### config.mk
export PLATFORM = sky130hd
export DESIGN_NAME = fp_unpack_pipe
export DESIGN_NICKNAME = d
export VERILOG_FILES = /design/src/rtl/fp_unpack_pipe.sv
export SDC_FILE = /design/constraint.sdc
export NUM_CORES = 1
export LEC_CHECK = 0
export ABC_CLOCK_PERIOD_IN_PS = 6810
export BUFFER_PORTS_ARGS = -buffer_cell sky130_fd_sc_hd__buf_2
export CAP_MARGIN = 20
export CELL_PAD_IN_SITES_DETAIL_PLACEMENT = 0
export CELL_PAD_IN_SITES_GLOBAL_PLACEMENT = 1
export CORE_MARGIN = 10
export CORE_UTILIZATION = 35
export CTS_CLUSTER_SIZE = 12
export DETAILED_ROUTE_END_ITERATION = 10
export HOLD_SLACK_MARGIN = 0.15
export PLACE_DENSITY_LB_ADDON = 0.08
export SYNTH_ARGS = -nofsm -noshare
export SYNTH_HDL_FRONTEND = slang
export SYNTH_SLANG_ARGS = --single-unit
### constraint.sdc
create_clock -name clk -period 6.81 [get_ports clk]
set_input_delay 1.362 -clock clk [delete_from_list [all_inputs] [get_ports clk]]
set_output_delay 1.362 -clock clk [all_outputs]
set_load 0.05 [all_outputs]
### src/rtl/fp_unpack_pipe.sv
// fp_unpack_pipe: decodes a pair of half- or single-precision operands into
// single-format sign/exponent/mantissa fields plus class bits and an
// invalid-operation flag, then buffers the decoded pair in a small FIFO.
// The FIFO holds decoded results only, so the head entry is presented directly.
module fp_unpack_pipe #(
    parameter int DEPTH = 2,
    parameter bit FTZ   = 1'b0
) (
    input  logic                       clk,
    input  logic                       rst,
    input  logic                       in_valid,
    output logic                       in_ready,
    input  logic [31:0]                OP_A,
    input  logic [31:0]                OP_B,
    input  logic                       MODE_FP,
    output logic                       out_valid,
    input  logic                       out_ready,
    output logic                       sign_a,
    output logic                       sign_b,
    output logic [7:0]                 exp_a,
    output logic [7:0]                 exp_b,
    output logic [23:0]                mant_a,
    output logic [23:0]                mant_b,
    output logic [3:0]                 cls_a,
    output logic [3:0]                 cls_b,
    output logic [4:0]                 flags,
    output logic [$clog2(DEPTH):0]     count
);

    localparam int AW = $clog2(DEPTH);
    localparam int CW = AW + 1;

    typedef struct packed {
        logic        sign;
        logic [7:0]  exp;
        logic [23:0] mant;
        logic [3:0]  cls;
        logic        snan;
    } op_dec_t;

    typedef struct packed {
        logic        sign_a;
        logic [7:0]  exp_a;
        logic [23:0] mant_a;
        logic [3:0]  cls_a;
        logic        sign_b;
        logic [7:0]  exp_b;
        logic [23:0] mant_b;
        logic [3:0]  cls_b;
        logic [4:0]  flags;
    } entry_t;

    // Classification always uses the source-format fields; denormal flushing
    // only rewrites the value fields and reports the operand as zero+denorm.
    function automatic op_dec_t decode(input logic [31:0] op, input logic single);
        op_dec_t     d;
        logic [7:0]  e8;
        logic [22:0] f23;
        logic [4:0]  e5;
        logic [9:0]  m10;
        logic [4:0]  p;
        logic [22:0] sh;
        d   = '0;
        e8  = op[30:23];
        f23 = op[22:0];
        e5  = op[14:10];
        m10 = op[9:0];
        p   = '0;
        sh  = '0;
        if (single) begin
            d.sign = op[31];
            d.cls  = {(e8 == 8'hFF) && (f23 != '0), (e8 == 8'hFF) && (f23 == '0),
                      (e8 == 8'h00) && (f23 == '0), (e8 == 8'h00) && (f23 != '0)};
            d.snan = d.cls[3] && !f23[22];
            d.exp  = e8;
            d.mant = {(e8 != 8'h00), f23};
        end else begin
            d.sign = op[15];
            d.cls  = {(e5 == 5'h1F) && (m10 != '0), (e5 == 5'h1F) && (m10 == '0),
                      (e5 == 5'h00) && (m10 == '0), (e5 == 5'h00) && (m10 != '0)};
            d.snan = d.cls[3] && !m10[9];
            if (e5 == 5'h1F) begin
                // Half inf/NaN carry no hidden bit
                d.exp  = 8'hFF;
                d.mant = {1'b0, m10, 13'b0};
            end else if (e5 != 5'h00) begin
                d.exp  = {3'b000, e5} + 8'd112;
                d.mant = {1'b1, m10, 13'b0};
            end else if (m10 != '0) begin
                // Half denormals are always representable as single normals
                for (int i = 0; i < 10; i++) begin
                    if (m10[i]) p = 5'(i);
                end
                d.exp  = {3'b000, p} + 8'd103;
                sh     = {13'b0, m10} << (5'd23 - p);
                d.mant = {1'b1, sh};
            end
        end
        if (FTZ && d.cls[0]) begin
            d.exp  = '0;
            d.mant = '0;
            d.cls  = 4'b0011;
        end
        return d;
    endfunction

    op_dec_t dec_a;
    op_dec_t dec_b;
    entry_t  new_entry;
    entry_t  head;
    entry_t  mem [DEPTH];

    logic [AW-1:0] wr_ptr;
    logic [AW-1:0] rd_ptr;
    logic          push;
    logic          pop;

    assign dec_a = decode(OP_A, MODE_FP);
    assign dec_b = decode(OP_B, MODE_FP);

    assign new_entry = '{sign_a: dec_a.sign, exp_a: dec_a.exp, mant_a: dec_a.mant, cls_a: dec_a.cls,
                         sign_b: dec_b.sign, exp_b: dec_b.exp, mant_b: dec_b.mant, cls_b: dec_b.cls,
                         flags: {(dec_a.snan || dec_b.snan), 4'b0000}};

    assign in_ready  = (count < CW'(DEPTH));
    assign out_valid = (count != '0);
    assign push      = in_valid && in_ready;
    assign pop       = out_valid && out_ready;

    // Pointer and occupancy tracking; pointers wrap naturally at DEPTH
    always_ff @(posedge clk or posedge rst) begin
        if (rst) begin
            wr_ptr <= '0;
            rd_ptr <= '0;
            count  <= '0;
        end else begin
            if (push) wr_ptr <= wr_ptr + 1'b1;
            if (pop)  rd_ptr <= rd_ptr + 1'b1;
            case ({push, pop})
                2'b10:   count <= count + 1'b1;
                2'b01:   count <= count - 1'b1;
                default: count <= count;
            endcase
        end
    end

    // Storage for decoded entries; validity is tracked by count alone
    always_ff @(posedge clk) begin
        if (push) mem[wr_ptr] <= new_entry;
    end

    // Head entry is forced to zero when empty so reset leaves outputs clean
    assign head   = out_valid ? mem[rd_ptr] : '0;
    assign sign_a = head.sign_a;
    assign exp_a  = head.exp_a;
    assign mant_a = head.mant_a;
    assign cls_a  = head.cls_a;
    assign sign_b = head.sign_b;
    assign exp_b  = head.exp_b;
    assign mant_b = head.mant_b;
    assign cls_b  = head.cls_b;
    assign flags  = head.flags;

endmodule

==> Yosys cells after proc, flatten, opt, wreduce, memory -nomap -nowiden <==
Memory sizes are Yosys's and may differ from the RTL's.
Cells that the tools add are included.
{ "totals": {"memories": 1, "ram_bits": 150, "ff_bits": 4, "latchBits": 0, "rom_bits": 0, "in_bits": 69} }
{ "mem_list": {"columns": ["name", "depth", "width", "rd", "rd_ports_with_merged_regs", "write_ports", "line", "rtl"], "rows": [
  ["mem", 2, 75, 1, 0, 1, "111", "entry_t mem [DEPTH];"]
]} }
{ "classes": {"shifts": 2, "add_sub_neg": 10, "div_mod_pow": 0, "n_lt_le_gt_ge": 1, "n_mul": 0, "n_reduce_logical": 45, "eq_ne": 6, "bitwise": 0, "muxes": 38} }
{ "ops": {"columns": ["operator", "n"], "rows": [
  ["32-bit two-way mux", 6],
  ["5-bit two-way mux", 24],
  ["79-bit two-way mux", 1],
  ["38-bit two-way mux", 2],
  ["23-bit zero test", 2],
  ["23-bit nonzero test", 2],
  ["10-bit by 5-bit left shift with 23-bit output", 2],
  ["5-bit by 7-bit adder with 8-bit output (second input constant)", 4],
  ["1-bit logical AND", 22],
  ["10-bit zero test", 2],
  ["10-bit nonzero test", 2],
  ["8-bit == test (second input constant)", 2],
  ["8-bit zero test", 2],
  ["8-bit nonzero test", 2],
  ["5-bit == test (second input constant)", 2],
  ["5-bit zero test", 2],
  ["5-bit nonzero test", 2],
  ["5-bit subtractor (first input constant)", 2],
  ["1-bit zero test", 4],
  ["1-bit two-way mux", 4],
  ["2-bit case mux with 2 select lines", 1],
  ["2-bit nonzero test", 2],
  ["1-bit adder (second input constant)", 2],
  ["2-bit by 1-bit adder with 2-bit output (second input constant)", 1],
  ["5 further kinds", 5]
]} }

==> Longest topological paths before layout <==
Gate-level depths: netlist of the first run.
{ "depth": {"ltp_word": 20, "mapped_depth": 10, "mapped_depth_nobuf": 8} }

==> Least setup slack after synthesis of the first run <==
Ideal clock, no wire load.
{ "synth_timing": {"kind": "input to register", "startpoint": "input in_valid", "endpoint": "memory mem[0][0] (netlist bit) (enable)", "path_stages": 2, "setup_slack_ps": 1678, "arrival_time_ps": 4622, "n_path_buf": 0, "cell_sequence": "nand2_1 > nor2_1"} }
{ "synth_between": {"elab_chain_cells": 3} }
{ "synth_rtl": {"columns": ["element", "line", "rtl"], "rows": [
  ["start, declared", "11", "input logic in_valid,"],
  ["1-bit logical AND", "127", "assign push = in_valid && in_ready;"],
  ["1-bit two-way mux", "149", "if (push) mem[wr_ptr] <= new_entry;"],
  ["1-bit two-way mux (not written as such)", "149", null],
  ["end, declared", "111", null]
]} }
No other way between the ends.

==> Worst setup path after layout of the first run <==
{ "layout_timing": {"startpoint": "register rd_ptr", "endpoint": "output exp_b[5]"} }
{ "layout_between": {"elab_chain_cells": 2} }
{ "layout_rtl": {"columns": ["element", "line", "rtl"], "rows": [
  ["start, declared", "114", "logic [AW-1:0] rd_ptr;"],
  ["start signal, assigned", "138", "if (pop) rd_ptr <= rd_ptr + 1'b1;"],
  ["memory read 2 x 75 bit", null, null],
  ["79-bit two-way mux", "153", "assign head = out_valid ? mem[rd_ptr] : '0;"],
  ["end, declared", "21", "output logic [7:0] exp_b,"]
]} }
No other way between the ends.

==> metrics.cfg, run 1 <==
[floorplan]
dieArea_sq_um = 30000
ioPinCount = 152
coreArea_sq_um = 23300
fp.dieW_um = 173
rows = 56
die_h_um = 173
initial_utilization_pct = 35.3

[logic_synthesis]
syn_inst = 744
synth-seq-cells = 154
syn_avg_cell_area_sq_um = 11.0
yosysMostFrequentCell = edfxtp_1
synth_warnings = 0
ys_seq_area_share_pct = 56.0
netlist-cell-type-count = 76
synth_common_cells = 150 x edfxtp_1, 108 x nor2_1, 79 x mux2i_1, 59 x nand2_1
synth_edf_count = 150
ys.flop_type = edfxtp_1
synthTopCellsByArea = edfxtp_1 55%, mux2i_1 9.6%, nor2_1 4.9%
yosysTopAreaCell = edfxtp_1
yosys.area.top_type_share_pct = 54.8
syn-cell-area_sq_um = 8220
synth-async-reset-ratio_pct = 2.60

[sta]
setup_viol = 0
grt_setup_unrepaired = false
fin_crit_ns = 4.08
finalHoldViolations = 0
final_max_slew_viol_count = 0
fmax_ghz = 0.245
worstMarginPinSlew_ns = 0.886
max_slew_margin_pct = 40.9
finalSetupTns_ns = 0
finalWorstSetupSlack_ns = 2.73
finalCritPeriodShare_pct = 59.9
fin_skew_ns = 0.00773

[global_route]
antenna_found_initial = 0
grt_pass1_wl_mm = 39.5
grt.total_usage_pct = 16.8
grt_pass1_vias = 6684
gr-total-overflow = 0
grt_max_degree = 76

[cts]
postCtsSetupBuffers = 0
cts_sinks = 154
cts_tree = done
clock_path_buffers = 2
clkLatencyLatePin_ns = 0.42
clk_pin_slew_ns = 0.07
cts_buffers = 17
postCtsHoldBufs = 0
h-tree-depth = 4
cts_root_buf = clkbuf_16
ctsResizeCount = 0

[placed_design]
preCtsSetupSlack_ns = 3.05
io_buffers = 147
gp_congestion = 0.905
dpl.hpwl_mm = 18.2

[routing]
wl_per_cell_um = 21.3
remaining_drc_errors = 0
avgViaCountPerCell = 5.25
ant_nets = 0
drt_iter0_drc = 351
drtPass1Iterations = 5
vias = 6257
routed_wl_mm = 25.4

[layout]
nNetsFinal = 932
num_antenna_cells = 0
area_delta_synth_final_pct = 18.7
layout-drive-gt1-share_pct = 24.5
final_util_pct = 41.9

[critical_path]
cpLargestDelayFamily = buffers and inverters
path_cells = buf_4 > mux2i_1 > nor2_1 > buf_2
critPathKind = flop to output pin
crit_buf_inv = 2
worstSetupEndpointType = output pin
worst_setup_path_start_kind = flop
cp_data_required_time_ns = 5.45
crit_fanout = 43
cp_slowest_cell = dfrtp_4
critical_path_arrival_ns = 2.72
slowest_delay_ns = 0.94

[power]
power_switching_mw = 2.09
p_int_mw = 2.24
sw_frac_of_total_pct = 48.2
power_leakage_nw = 3.83
combPwrFrac_pct = 46.8
ir_drop_mv = 0.216
p_seq_share_pct = 31.5
clock_power_share_pct = 21.7
power.density_nw_per_um2 = 444

[worst_hold_path]
hold_path_class = flop to flop

[status]
status = complete, no violations

[flow_run]
max_cap_violations = 0

[registers in the layout (all words and copies together) (netlist names)]
register  cells
mem         150
count         2
rd_ptr        1
wr_ptr        1
[power by group through the flow]
stage / Sequential (mW) / Clock [mW] / Combinational, mW
global placement: 1.39 / 0 / 2.06
CTS: 1.37 / 0.969 / 2.07
global route: 1.39 / 1.00 / 2.16
detailed placement: 1.39 / 0 / 2.07
finish: 1.36 / 0.941 / 2.03
floorplan: 1.34 / 0 / 1.59
[final cells by class]
class	instances	area, sq um
Clock buffer	17	425
Clock inverter	14	161
Fill cell	2322	13500
Inverter	21	78.8
Multi-Input combinational cell	512	3280
Sequential cell	154	4610
Tap cell	319	399
Timing Repair Buffer	154	808
[worst paths after layout]
check,startpoint,end,slack [ns],cells after the start
hold reg to reg,wr_ptr$_DFFE_PP0P_,wr_ptr$_DFFE_PP0P_,0.56,1
hold / removal,wr_ptr$_DFFE_PP0P_,wr_ptr$_DFFE_PP0P_,0.56,1
setup reg to reg,count[1]$_DFFE_PP0P_,mem[0][40]$_DFFE_PP_,4.41,4
max in group asynchronous,rst,rd_ptr$_DFFE_PP0P_,5.83,2
setup / recovery,rd_ptr$_DFFE_PP0P_,exp_b[5],2.73,4
min in group asynchronous,rst,wr_ptr$_DFFE_PP0P_,0.81,2
[layout by cell type (no fill, tap or decap), types with 3 or more instances in the layout]
| master | instances |
|---|---|
| nand2_1 | 59 |
| mux2_2 | 5 |
| nand3_1 | 5 |
| ha_1 | 3 |
| o31ai_1 | 6 |
| clkbuf_16 | 17 |
| buf_4 | 6 |
| a31o_2 | 3 |
| inv_8 | 3 |
| conb_1 | 4 |
| nand2b_1 | 5 |
| o2111ai_1 | 3 |
| and2_1 | 31 |
| o31a_1 | 3 |
| a211oi_1 | 7 |
| a21oi_1 | 33 |
| a221oi_1 | 5 |
| and3_1 | 5 |
| o221ai_1 | 5 |
| nand4_1 | 8 |
| mux2i_1 | 79 |
| o21a_1 | 4 |
| xnor2_1 | 5 |
| nor2_1 | 106 |
| o22ai_1 | 6 |
| dfrtp_1 | 3 |
| buf_2 | 147 |
| a21boi_0 | 3 |
| inv_1 | 19 |
| inv_6 | 3 |
| a21o_1 | 3 |
| nor3_1 | 11 |
| nor2b_1 | 3 |
| edfxtp_1 | 150 |
| o21ai_0 | 33 |
| clkinv_4 | 3 |
| nor4_1 | 12 |
| a22oi_1 | 7 |
[per-layer routing]
layer	global-route usage [%]	vias up	routed length [um]
met5	0	-	0
met4	4.31	0	276
met3	3.75	18	1190
met2	31.6	164	13900
met1	18.6	3092	10100
li1	-	2983	-
[stage by stage]
step	power, mW	hold WS (ns)	instances	instance area, sq um
global route	4.55	0.589	1191	9760
finish	4.33	0.562	1191	9760
floorplan	2.93	0.460	747	8230
global placement	3.45	0.549	1159	9140
CTS	4.41	0.562	1190	9730
detailed placement	3.46	0.548	1159	9140
[logic make-up (layout without fill, tap and decap cells)]
group / count (synthesis) / after routing / share of synthesized area [%]
and+or+nand+nor: 265 / 265 / 15.3
muxes: 84 / 84 / 10.3
xor gates and xnor gates: 7 / 7 / 0.746
DFF: 154 / 154 / 56.0
adders and majority gates: 3 / 3 / 0.457
AOI/OAI and AO/OA: 149 / 149 / 12.7
buffers and inverters: 81 / 206 / 4.51
other: 1 / 4 / 0.0456
(Power assumes the default switching activity.)
==> run 2: changes to the inputs <==
--- a/config.mk
+++ b/config.mk
@@ -5,7 +5,7 @@
 export SDC_FILE = /design/constraint.sdc
 export NUM_CORES = 1
 export LEC_CHECK = 0
-export ABC_CLOCK_PERIOD_IN_PS = 6810
+export ABC_CLOCK_PERIOD_IN_PS = 3800
 export BUFFER_PORTS_ARGS = -buffer_cell sky130_fd_sc_hd__buf_2
 export CAP_MARGIN = 20
 export CELL_PAD_IN_SITES_DETAIL_PLACEMENT = 0
==> constraint.sdc (replaced) <==
create_clock -name clk -period 3.8 [get_ports clk]
set_input_delay 0.76 -clock clk [delete_from_list [all_inputs] [get_ports clk]]
set_output_delay 0.76 -clock clk [all_outputs]
set_load 0.05 [all_outputs]
==> run 2 against run 1 <==
Effect of this change:
- sequential power up 79%
- routed wire length up 2.5%
- core utilization up 0.30 points
- critical path depth unchanged
- clock power up 76%
- setup slack worse by 2.0 ns
- via count unchanged
- global-route usage up 0.12 points
- final cell count up 0.34%
- die area unchanged
- first-iteration DRC count up 11%
- clock skew down 0.00060 ns
- critical path type unchanged
- critical endpoint is now mant_a[16]
==> metrics.cfg, run 2 (synthesized netlist as in run 1, its figures left out) <==
[layout]
regMostFlops = mem
reg.largest.list = mem: 150 flops, count: 2 flops
final_util_pct = 42.2
layout_common_cells = 150 x edfxtp_1, 147 x buf_2, 106 x nor2_1, 79 x mux2i_1, 59 x nand2_1
largest_register_ffs = 150
area_delta_synth_final_pct = 19.6
layout-drive-gt1-share_pct = 24.9
nNetsFinal = 935
layout_commonest_cell = edfxtp_1
num_antenna_cells = 0

[sta]
final_max_slew_viol_count = 0
fin_skew_ns = 0.00714
whs_ns = 0.208
finalHoldViolations = 0
grt_setup_unrepaired = false
fin_crit_ns = 3.10
max_slew_margin_pct = 45.6
worstMarginPinSlew_ns = 0.815
fmax_ghz = 0.323
finalCritPeriodShare_pct = 81.5
finalWorstSetupSlack_ns = 0.703
setup_viol = 0
finalSetupTns_ns = 0

[power]
power_mw = 7.81
power_leakage_nw = 3.86
ir_drop_mv = 0.393
power.density_nw_per_um2 = 795

[status]
status = complete, no violations

[critical_path]
rr_worst_depth = 7
cp_data_required_time_ns = 3.04
critPathKind = flop to output pin
crit_end = mant_a[16]
worstReg2RegStart = count[0]$_DFFE_PP0P_
startpoint = rd_ptr$_DFFE_PP0P_
rr_endpoint = count[1]$_DFFE_PP0P_
worst_setup_path_start_kind = flop
worstSetupEndpointType = output pin
slowest_delay_ns = 0.95
crit_fanout = 43
r2r_slack_ns = 1.76
critical_path_arrival_ns = 2.34
cp_slowest_cell = dfrtp_4
path_cells = buf_12 > mux2i_1 > nor2_1 > buf_2

[routing]
avgViaCountPerCell = 5.24
routed_wl_mm = 26.1
remaining_drc_errors = 0
vias = 6257
drt_iter0_drc = 391
drtPass1Iterations = 5
ant_nets = 0
wl_per_cell_um = 21.8

[cts]
postCtsHoldBufs = 0
postCtsSetupBuffers = 0
clk_pin_slew_ns = 0.07
clock_path_buffers = 2
cts_buffers = 17
cts_sinks = 154
cts_tree = done
clkLatencyLatePin_ns = 0.42
cts_root_buf = clkbuf_16
h-tree-depth = 4
ctsResizeCount = 0

[floorplan]
rows = 56
initial_utilization_pct = 35.3
die_h_um = 173
coreArea_sq_um = 23300
fp.dieW_um = 173
dieArea_sq_um = 30000
ioPinCount = 152

[global_route]
grt_pass1_vias = 6540
gr-total-overflow = 0
grt_pass1_wl_mm = 39.7
antenna_found_initial = 0
grt_max_degree = 76
grt.total_usage_pct = 16.9

[placed_design]
gp_congestion = 0.861
dpl.hpwl_mm = 18.7
io_buffers = 147
preCtsSetupSlack_ns = 0.892

[worst_hold_path]
hold_path_class = input pin to asynchronous set/reset pin

[flow_run]
max_cap_violations = 0

## run 2: final cells by class
type / instances / area (sq um)
Timing Repair Buffer: 157 / 881
Inverter: 21 / 78.8
Clock inverter: 15 / 159
Multi-Input combinational cell: 512 / 3280
Clock buffer: 17 / 425
Sequential cell: 154 / 4610
Fill cell: 2291 / 13400
Tap cell: 319 / 399
## run 2: critical path: cells and delay by family, from the launching register on
kind	cells	cell delay, ns
DFF	1	0.95
buffers and inverters	2	0.60
and+or+nand+nor	1	0.21
muxes	1	0.12
## run 2: per-layer routing
metal / up-vias / global-route usage, % / part of all wire (%)
li1: 2981 / - / -
met2: 170 / 31.0 / 53
met1: 3086 / 19.4 / 42
met4: 0 / 4.35 / 1.3
met3: 20 / 3.66 / 3.8
met5: - / 0 / 0
## run 2: worst min path at each step
stage / from / to / slack, ns / cells past startpoint
finish: rst / count[0]$_DFFE_PP0P_ / 0.21 / 2
global route: rst / count[1]$_DFFE_PP0P_ / 0.20 / 2
CTS: rst / count[1]$_DFFE_PP0P_ / 0.19 / 2
detailed placement: wr_ptr$_DFFE_PP0P_ / wr_ptr$_DFFE_PP0P_ / 0.54 / 1
global placement: wr_ptr$_DFFE_PP0P_ / wr_ptr$_DFFE_PP0P_ / 0.54 / 1
floorplan: wr_ptr$_DFFE_PP0P_ / wr_ptr$_DFFE_PP0P_ / 0.48 / 1
## run 2: report_power, final
part           switching, mW  internal [mW]
Sequential             0.207           2.24
Combinational           2.80          0.910
Clock                  0.784          0.878
Total                   3.79           4.02
## run 2: metrics by stage
| stage | cells | instance area (sq um) |
|---|---|---|
| 3_5_place_dp | 1162 | 9220 |
| 5_1_grt | 1195 | 9830 |
| 2_1_floorplan | 747 | 8230 |
| 4_1_cts | 1194 | 9800 |
| 6_report | 1195 | 9830 |
| 3_3_place_gp | 1162 | 9220 |
==> run 3: changes to the inputs <==
--- a/config.mk
+++ b/config.mk
@@ -5,7 +5,7 @@
 export SDC_FILE = /design/constraint.sdc
 export NUM_CORES = 1
 export LEC_CHECK = 0
-export ABC_CLOCK_PERIOD_IN_PS = 3800
+export ABC_CLOCK_PERIOD_IN_PS = 3200
 export BUFFER_PORTS_ARGS = -buffer_cell sky130_fd_sc_hd__buf_2
 export CAP_MARGIN = 20
 export CELL_PAD_IN_SITES_DETAIL_PLACEMENT = 0
==> constraint.sdc (replaced) <==
create_clock -name clk -period 3.2 [get_ports clk]
set_input_delay 0.64 -clock clk [delete_from_list [all_inputs] [get_ports clk]]
set_output_delay 0.64 -clock clk [all_outputs]
set_load 0.05 [all_outputs]
==> run 3 against run 2 <==
Effect of this change:
- clock skew barely moved
- setup slack lost 0.33 ns
- core utilization increased by 0.30 points
- combinational power grew 19%
- first-iteration DRC count rose by 33%
- sequential power up 18%
- sequential share of layout area fell by 0.33 points
- worst hold slack better by 0.35 ns
- sequential cell count is the same
- count of clock-buffer cells in the layout increased by 1
- cell area grew 0.71%
- power grew 19%
- critical endpoint is now mant_b[3]
- largest cell class unchanged
==> metrics.cfg, run 3 (synthesized netlist as in run 1, its figures left out) <==
[layout]
layout_commonest_cell = edfxtp_1
layout_common_cells = 150 x edfxtp_1, 147 x buf_2, 106 x nor2_1, 79 x mux2i_1, 59 x nand2_1
reg.largest.list = mem: 150 flops, count: 2 flops
largest_register_ffs = 150
nFillCells = 2295
layout-drive-gt1-share_pct = 25.5
instances_no_fill = 1208
area_delta_synth_final_pct = 20.4
regMostFlops = mem
nNetsFinal = 945

[floorplan]
ioPinCount = 152
rows = 56
initial_utilization_pct = 35.3
dieArea_sq_um = 30000
coreArea_sq_um = 23300
fp.dieW_um = 173
die_h_um = 173

[cts]
clock_path_buffers = 2
cts_buffers = 17
cts_sinks = 154
clk_pin_slew_ns = 0.07
h-tree-depth = 4
clkLatencyLatePin_ns = 0.42
cts_tree = done
postCtsSetupBuffers = 0
cts_root_buf = clkbuf_16

[placed_design]
gp_congestion = 0.925
dpl.hpwl_mm = 19.4
dp_cells = 1172
io_buffers = 147

[sta]
whs_ns = 0.553
fin_crit_ns = 2.83
fin_skew_ns = 0.00712
max_slew_margin_pct = 45.1
grt_setup_unrepaired = false
finalCritPeriodShare_pct = 88.4
finalSetupTns_ns = 0
worstMarginPinSlew_ns = 0.823
setup_viol = 0
fmax_ghz = 0.354
final_max_slew_viol_count = 0
finalHoldViolations = 0

[status]
status = complete, no violations

[power]
ir_drop_mv = 0.476
power_leakage_nw = 3.91
power.density_nw_per_um2 = 937

[critical_path]
crit_fanout = 35
cp_slowest_cell = dfrtp_4
crit_buf_inv = 2
cpLargestDelayFamily = flip-flops
path_cells = buf_4 > mux2i_1 > nor2_1 > buf_2
r2r_slack_ns = 1.30
critical_path_arrival_ns = 2.19
critPathKind = flop to output pin
worstSetupEndpointType = output pin
cp_data_required_time_ns = 2.56
worst_setup_path_start_kind = flop
slowest_delay_ns = 0.86

[global_route]
antenna_found_initial = 3
grt_pass1_vias = 6629
grt_max_degree = 53
grt_pass1_wl_mm = 40.3
gr-total-overflow = 0
grt.total_usage_pct = 17.3

[routing]
drtPass1Iterations = 5
drt_iter0_drc = 519
vias = 6367
wl_per_cell_um = 21.8
avgViaCountPerCell = 5.27
routed_wl_mm = 26.3
ant_nets = 0
remaining_drc_errors = 0

[worst_hold_path]
hold_path_class = input pin to flop

[flow_run]
max_cap_violations = 0

run 3: cell count changes in the layout (fill, tap and decap cells not counted), sizes merged, moves of 2 or more:
cell,delta
buf,+9
clkinvlp,-2
diode,+3
inv,+2
run 3: metal layers:
layer / share of wire, % / routed length (um) / GRT usage (%)
met4: 2.0 / 520 / 5.89
met1: 41 / 10800 / 20.1
met2: 53 / 13900 / 31.2
met3: 3.9 / 1030 / 3.53
met5: 0 / 0 / 0
run 3: worst reg2reg max path, stage by stage, from the launching register on:
cell	delay (ns)
dfrtp_1	0.42
inv_1	0.13
nand2_1	0.15
nor2_4	0.55
buf_12	0.30
run 3: worst paths after layout:
kind,to,depth (start not counted),from
setup / recovery,mant_b[3],4,rd_ptr$_DFFE_PP0P_
hold / removal,mem[0][74]$_DFFE_PP_,2,OP_A[31]
setup reg to reg,mem[0][44]$_DFFE_PP_,4,count[1]$_DFFE_PP0P_
hold reg to reg,wr_ptr$_DFFE_PP0P_,1,wr_ptr$_DFFE_PP0P_
max in group asynchronous,rd_ptr$_DFFE_PP0P_,3,rst
min in group asynchronous,count[1]$_DFFE_PP0P_,3,rst
run 3: what timing repair did:
action | CTS | global route
hold endpoints to repair | 4 | 0
resized for setup | 0 | 0
hold buffers | 1 | 0
run 3: layout make-up:
class / instances / area, sq um / share of cell area [%]
antenna: 3 / 7.51 / 0.0759
clock buffer: 18 / 429 / 4.34
clock inverter: 14 / 148 / 1.49
inverter: 21 / 78.8 / 0.796
multi-input combinational: 512 / 3280 / 33.1
sequential: 154 / 4610 / 46.6
tap: 319 / 399 / 4.03
timing repair buffer: 167 / 951 / 9.61
run 3: per-stage QoR:
step | setup WS (ns) | instance area (sq um) | util [%] | power (mW)
3_3_place_gp | 0.423 | 9300 | 40.0 | 7.40
3_5_place_dp | 0.384 | 9300 | 40.0 | 7.44
6_report | 0.373 | 9900 | 42.5 | 9.27
2_1_floorplan | 0.393 | 8240 | - | 6.21
5_1_grt | 0.226 | 9900 | 42.5 | 9.75
4_1_cts | 0.307 | 9890 | 42.5 | 9.44
run 3: power by group:
part	switching, mW	internal [mW]
combinational	3.35	1.07
clock	0.933	1.04
sequential	0.218	2.65
total	4.50	4.77
